File: config.mk
export PLATFORM = sky130hd
export DESIGN_NAME = period_meter
export DESIGN_NICKNAME = d
export VERILOG_FILES = /design/src/rtl/period_meter.sv
export SDC_FILE = /design/constraint.sdc
export NUM_CORES = 1
export LEC_CHECK = 0
export CORE_MARGIN = 3
export CORE_UTILIZATION = 47
export DETAILED_ROUTE_END_ITERATION = 8
export PLACE_DENSITY = 0.73
export SLEW_MARGIN = 30
export SYNTH_ARGS = -nofsm -noshare
export SYNTH_HDL_FRONTEND = slang
export SYNTH_SLANG_ARGS = --single-unit
File: constraint.sdc
create_clock -name clock -period 1.5 [get_ports clock]
set_clock_uncertainty 0.15 [all_clocks]
set_input_delay 0.3 -clock clock [delete_from_list [all_inputs] [get_ports clock]]
set_output_delay 0.3 -clock clock [all_outputs]
set_load 0.03 [all_outputs]
File: src/rtl/period_meter.sv
// period_meter: measures the spacing, in clock cycles, between consecutive
// rising edges of a slow asynchronous input.
//
// Ports:
//   clock    - system clock, all logic on its rising edge
//   reset_n  - asynchronous active-low reset
//   enable   - measurement enable; low forces IDLE and clears the counter
//   sig_in   - asynchronous measured signal
//   period   - last completed period in clock cycles (held between updates)
//   valid    - one-cycle pulse when period is updated
//   overflow - set when no edge arrives within the counter range, cleared by valid
//   locked   - high while a measurement is running
module period_meter #(
  parameter int unsigned WIDTH = 16
) (
  input  logic             clock,
  input  logic             reset_n,
  input  logic             enable,
  input  logic             sig_in,
  output logic [WIDTH-1:0] period,
  output logic             valid,
  output logic             overflow,
  output logic             locked
);

  localparam logic [WIDTH-1:0] CNT_MAX = '1;
  localparam logic [WIDTH-1:0] CNT_ONE = WIDTH'(1);

  typedef enum logic {
    IDLE,
    MEASURE
  } state_t;

  state_t           state, state_nxt;
  logic [WIDTH-1:0] cnt, cnt_nxt;
  logic [WIDTH-1:0] period_nxt;
  logic             valid_nxt;
  logic             overflow_nxt;
  logic             s1, s2, s3;
  logic             rise;

  // Two-flop synchroniser plus one delay stage for edge detection
  always_ff @(posedge clock or negedge reset_n) begin
    if (!reset_n) begin
      s1 <= 1'b0;
      s2 <= 1'b0;
      s3 <= 1'b0;
    end else begin
      s1 <= sig_in;
      s2 <= s1;
      s3 <= s2;
    end
  end

  assign rise = s2 & ~s3;

  // State, counter and result registers
  always_ff @(posedge clock or negedge reset_n) begin
    if (!reset_n) begin
      state    <= IDLE;
      cnt      <= '0;
      period   <= '0;
      valid    <= 1'b0;
      overflow <= 1'b0;
      locked   <= 1'b0;
    end else begin
      state    <= state_nxt;
      cnt      <= cnt_nxt;
      period   <= period_nxt;
      valid    <= valid_nxt;
      overflow <= overflow_nxt;
      locked   <= (state_nxt == MEASURE);
    end
  end

  // Next-state and result logic; enable outranks rise, rise outranks saturation
  always_comb begin
    state_nxt    = state;
    cnt_nxt      = cnt;
    period_nxt   = period;
    valid_nxt    = 1'b0;
    overflow_nxt = overflow;

    if (!enable) begin
      state_nxt = IDLE;
      cnt_nxt   = '0;
    end else begin
      unique case (state)
        IDLE: begin
          cnt_nxt = '0;
          if (rise) begin
            state_nxt = MEASURE;
            cnt_nxt   = CNT_ONE;
          end
        end
        MEASURE: begin
          if (rise) begin
            period_nxt   = cnt;
            valid_nxt    = 1'b1;
            overflow_nxt = 1'b0;
            cnt_nxt      = CNT_ONE;
          end else if (cnt == CNT_MAX) begin
            // No edge within range: abandon measurement, keep old period
            overflow_nxt = 1'b1;
            state_nxt    = IDLE;
            cnt_nxt      = '0;
          end else begin
            cnt_nxt = cnt + CNT_ONE;
          end
        end
        default: begin
          state_nxt = IDLE;
          cnt_nxt   = '0;
        end
      endcase
    end
  end

endmodule

* Word-level counts from Yosys, hierarchy flattened *
Cells that the tools add are included.
W data, S select, Z words.

word-level totals
  logic and storage cells = 30
  input bits = 4
  register bits after elaboration = 38

operators by class
  add/subtract/negate cells = 1
  mux-type cells = 14
  equality and inequality tests = 1
  bitwise logic cells = 3
  reductions and logical operators = 3

operators with widths
  kind                     number
  $mux W16                 3
  $pmux W16 S2             1
  $add A16 B1 Y16 const B  1
  $eq A16 B16 Y1 const B   1
  $mux W1                  9
  $reduce_and A3 Y1        2
  $not A1 Y1               2
  $pmux W1 S2              1
  $reduce_bool A2 Y1       1
  $and A1 B1 Y1            1

* Logic depth before layout (Yosys ltp) *
  depth after elaboration = 5
  gate-level depth with buffers = 6
  gate-level depth less buffers = 5

* Worst setup path after synthesis *
OpenSTA, ideal clock, no wires.

  path kind = register -> register
  start point = register cnt[0]
  end point = register cnt[5]
  required time = 1.231 ns
  cell stages (with the launch flop) = 7
  arrival time = 1.382 ns
  period minus slack after synthesis = 1.650 ns
  path slack = -0.150 ns
  cell sequence = dfrtp_1 > ha_1 > nand4_1 > nor2_1 > a31o_2 > buf_6 > nor2_1

between the ends
  cells in the longest elaborated chain, start to end = 5

ends and longest elaborated chain
  what                                               RTL line  RTL
  from (decl)                                        35        logic [WIDTH-1:0] cnt, cnt_nxt;
  from (signal assigned)                             68        cnt <= cnt_nxt;
  $add A16 B1 Y16 or $eq A16 B16 Y1 (tied branches)  108, 102
  $mux W16 (*)                                       102       end else if (cnt == CNT_MAX) begin
  $mux W16 (*)                                       97        if (rise) begin
  $pmux W16 S2 (*)                                   88        unique case (state)
  $mux W16 (*)                                       84        if (!enable) begin
  net cnt_nxt[5]                                     35

The timed path passes the listed nets; every way through them passes the cells marked *.
A chain may end at the register's enable or synchronous reset.

* Worst setup path after layout *
  start point = register cnt[1]
  end point = register cnt[7]

The elaborated chain is that of the path after synthesis.

==> results.toml <==
[run_status]
outcome = "finished with violations"
violations = "setup timing"

[synthesis]
synth_edf_count = 0
ys_seq_elements = 38
synth_most_common_cell = "nand2_1"
synthArstFlopShare = 1.00
synthTopCellsByCount = "nand2_1, dfrtp_1, nor2_1"
synth_top_area_cell = "dfrtp_1"
syn-num-nets = 164
ys_seq_area_frac = 0.605
synth.avg_cell_area_sq_um = 9.88
netlist_area_sq_um = 1570
ys_types = 28
synthFlopType = "dfrtp_1"
synth_area_leaders = "dfrtp_1, nand2_1, xnor2_1"
syn-instance-count = 159
yosys_warnings = 0
synth_top_area_frac = 0.605

[power]
power_density_nw_per_um2 = 877
p_leak_nw = 1.03
power_w = 0.00182
ir_drop_mv = 0.949

[place]
placed_cells = 239
dpl.hpwl_microns = 2260
portBuffers = 22
gp_congestion = 0.824

[sta]
fin_crit_sh = 1.07
report.final.slew_viol_count = 0
fin_setup_tns_ps = -1540
finalHoldViolCount = 0
timing.fmax_mhz = 625
setup_viol = 18
rsz0062_at_grt = "true"
worst_pin_slew_ps = 262
fin_crit_ps = 1600
setup_slack_ps = -100
whs_ps = 169
max_slew_margin = 0.825

[worst_setup_path]
slowest_delay_ps = 370
rr_worst_depth = 6
reg2reg_from = "cnt[1]$_DFF_PN0_"
critPathKind = "flop to flop"
worstSetupEndpointType = "flop"
arrival_ps = 1680
timing.rr.end = "cnt[7]$_DFF_PN0_"
critPathMaxFanout = 8
cp_slowest_cell = "dfrtp_1"
cp.required_ps = 1580
cp-start-kind = "flop"
reg2reg_setup_slack_ps = -100
worstPathCellList = "ha_2, nand4_1, buf_6, nor2_4, a31o_4, nor2_1"
worst_setup_path_startpoint = "cnt[1]$_DFF_PN0_"

[finish]
num_antenna_cells = 0
instances_no_fill = 248
drive_gt1_frac = 0.319
multi_input_area_sq_um = 656
ff_latch_area_sq_um = 952
nets = 208
final.fill_count = 255
area_delta_synth_final_pct = 32.4

[clock_network]
holdBufCountCts = 0
clock-sinks = 38
cts_buffers = 5
cts_tree = "built"
cts_setup_buffers = 0
ctsRootBufferMaster = "clkbuf_4"
clk_pin_slew_ps = 110
clockBufferDepth = 2
htreeDepth = 2
insertion_delay_ps = 340

[floorplan]
die-area_sq_um = 4070
num_rows = 20
pin_count = 23
die_h_microns = 63.8
initial_core_util = 0.502
core_area_sq_um = 3130
die-width_microns = 63.8

[run]
drv_cap = 0

[detailed_routing]
avgViaCountPerCell = 5.20
postRouteAntennaNets = 0
drtIter0Drc = 43
dr.pass1.iters = 4
remaining_drc_errors = 0
wl_per_cell_microns = 14.2
vias = 1289
drt-total-wl_microns = 3510

[grt]
grt_usage = 0.195
grt_overflow = 0
antenna_found_initial = 0
grt_pass1_wl_microns = 6130
grt_max_degree = 39
grt_pass1_vias = 1351

[hold_path]
hp-class = "input port to async pin"
-- through the flow --
step	util	setup WS [ps]	area, sq um
2_1_floorplan	-	-61.3	1590
3_3_place_gp	0.632	-187	1980
3_5_place_dp	0.632	-233	1980
4_1_cts	0.676	-63.7	2110
5_1_grt	0.665	-179	2080
6_report	0.665	-100	2080
-- timing repair --
action	CTS	global route
setup endpoints to repair	28	27
cloned	1	0
pin swaps	7	3
resized for setup	39	24
-- worst max-delay path: cells and delay by family (launching register included) --
family | cells | cell delay [ps]
DFF | 1 | 370
and+or+nand+nor | 3 | 360
AOI/OAI and AO/OA | 1 | 250
adders and majority gates | 1 | 180
buffers and inverters | 1 | 180
-- sequential cells by signal (all words and copies together), names as in the netlist --
signal,cells
cnt,16
overflow,1
period,16
s1,1
s2,1
s3,1
state,1
valid,1
-- worst max path at each step --
stage	endpoint	depth (start not counted)
finish	cnt[7]$_DFF_PN0_	6
global route	overflow$_DFFE_PN0P_	6
CTS	cnt[14]$_DFF_PN0_	4
detailed placement	overflow$_DFFE_PN0P_	4
global placement	overflow$_DFFE_PN0P_	4
floorplan	cnt[14]$_DFF_PN0_	5
-- per-layer routing --
layer  GRT usage  wire length [microns]  vias up
met3      0.0668                    183       10
met4      0.0916                     70        0
met1       0.225                   1470      634
met2       0.324                   1790       33
met5           0                      0        -
li1            -                      -      612
-- cells in the final DEF, fill, tap and decap left out, drive strengths merged, types with 3 or more instances in the layout --
cell and count:
nand2 50, xor2 5, buf 37, nand4 5
and3 3, dfrtp 38, xnor2 7, nor2 16
clkbuf 5, o21ai 4, nand3 7, clkdlybuf4s50 3
inv 4
-- cell type report --
type | count | share of cell area
clock buffers | 5 | 0.0180
clock inverters | 3 | 0.0192
flip-flops and latches | 38 | 0.458
repair buffers | 41 | 0.156
multi-input cells | 113 | 0.315
inverters | 4 | 0.00722
well taps | 44 | 0.0265
-- kinds of logic after synthesis --
family / after synthesis / synth area share
adder cells (fa/ha/maj): 1 / 0.00796
flip-flops: 38 / 0.605
AND/OR/NAND/NOR: 90 / 0.255
AO/OA/AOI/OAI: 9 / 0.0374
buffers and inverters: 9 / 0.0279
XOR/XNOR: 12 / 0.0669
-- report_power, final --
| part | internal, W | switching [W] | leakage [nW] | total, W |
|---|---|---|---|---|
| sequential | 0.00104 | 0.00000931 | 0.520 | 0.00105 |
| combinational | 0.0000385 | 0.0000699 | 0.468 | 0.000108 |
| clock | 0.000345 | 0.000323 | 0.0450 | 0.000668 |
| total | 0.00142 | 0.000402 | 1.03 | 0.00182 |
(Power assumes the default switching activity.)
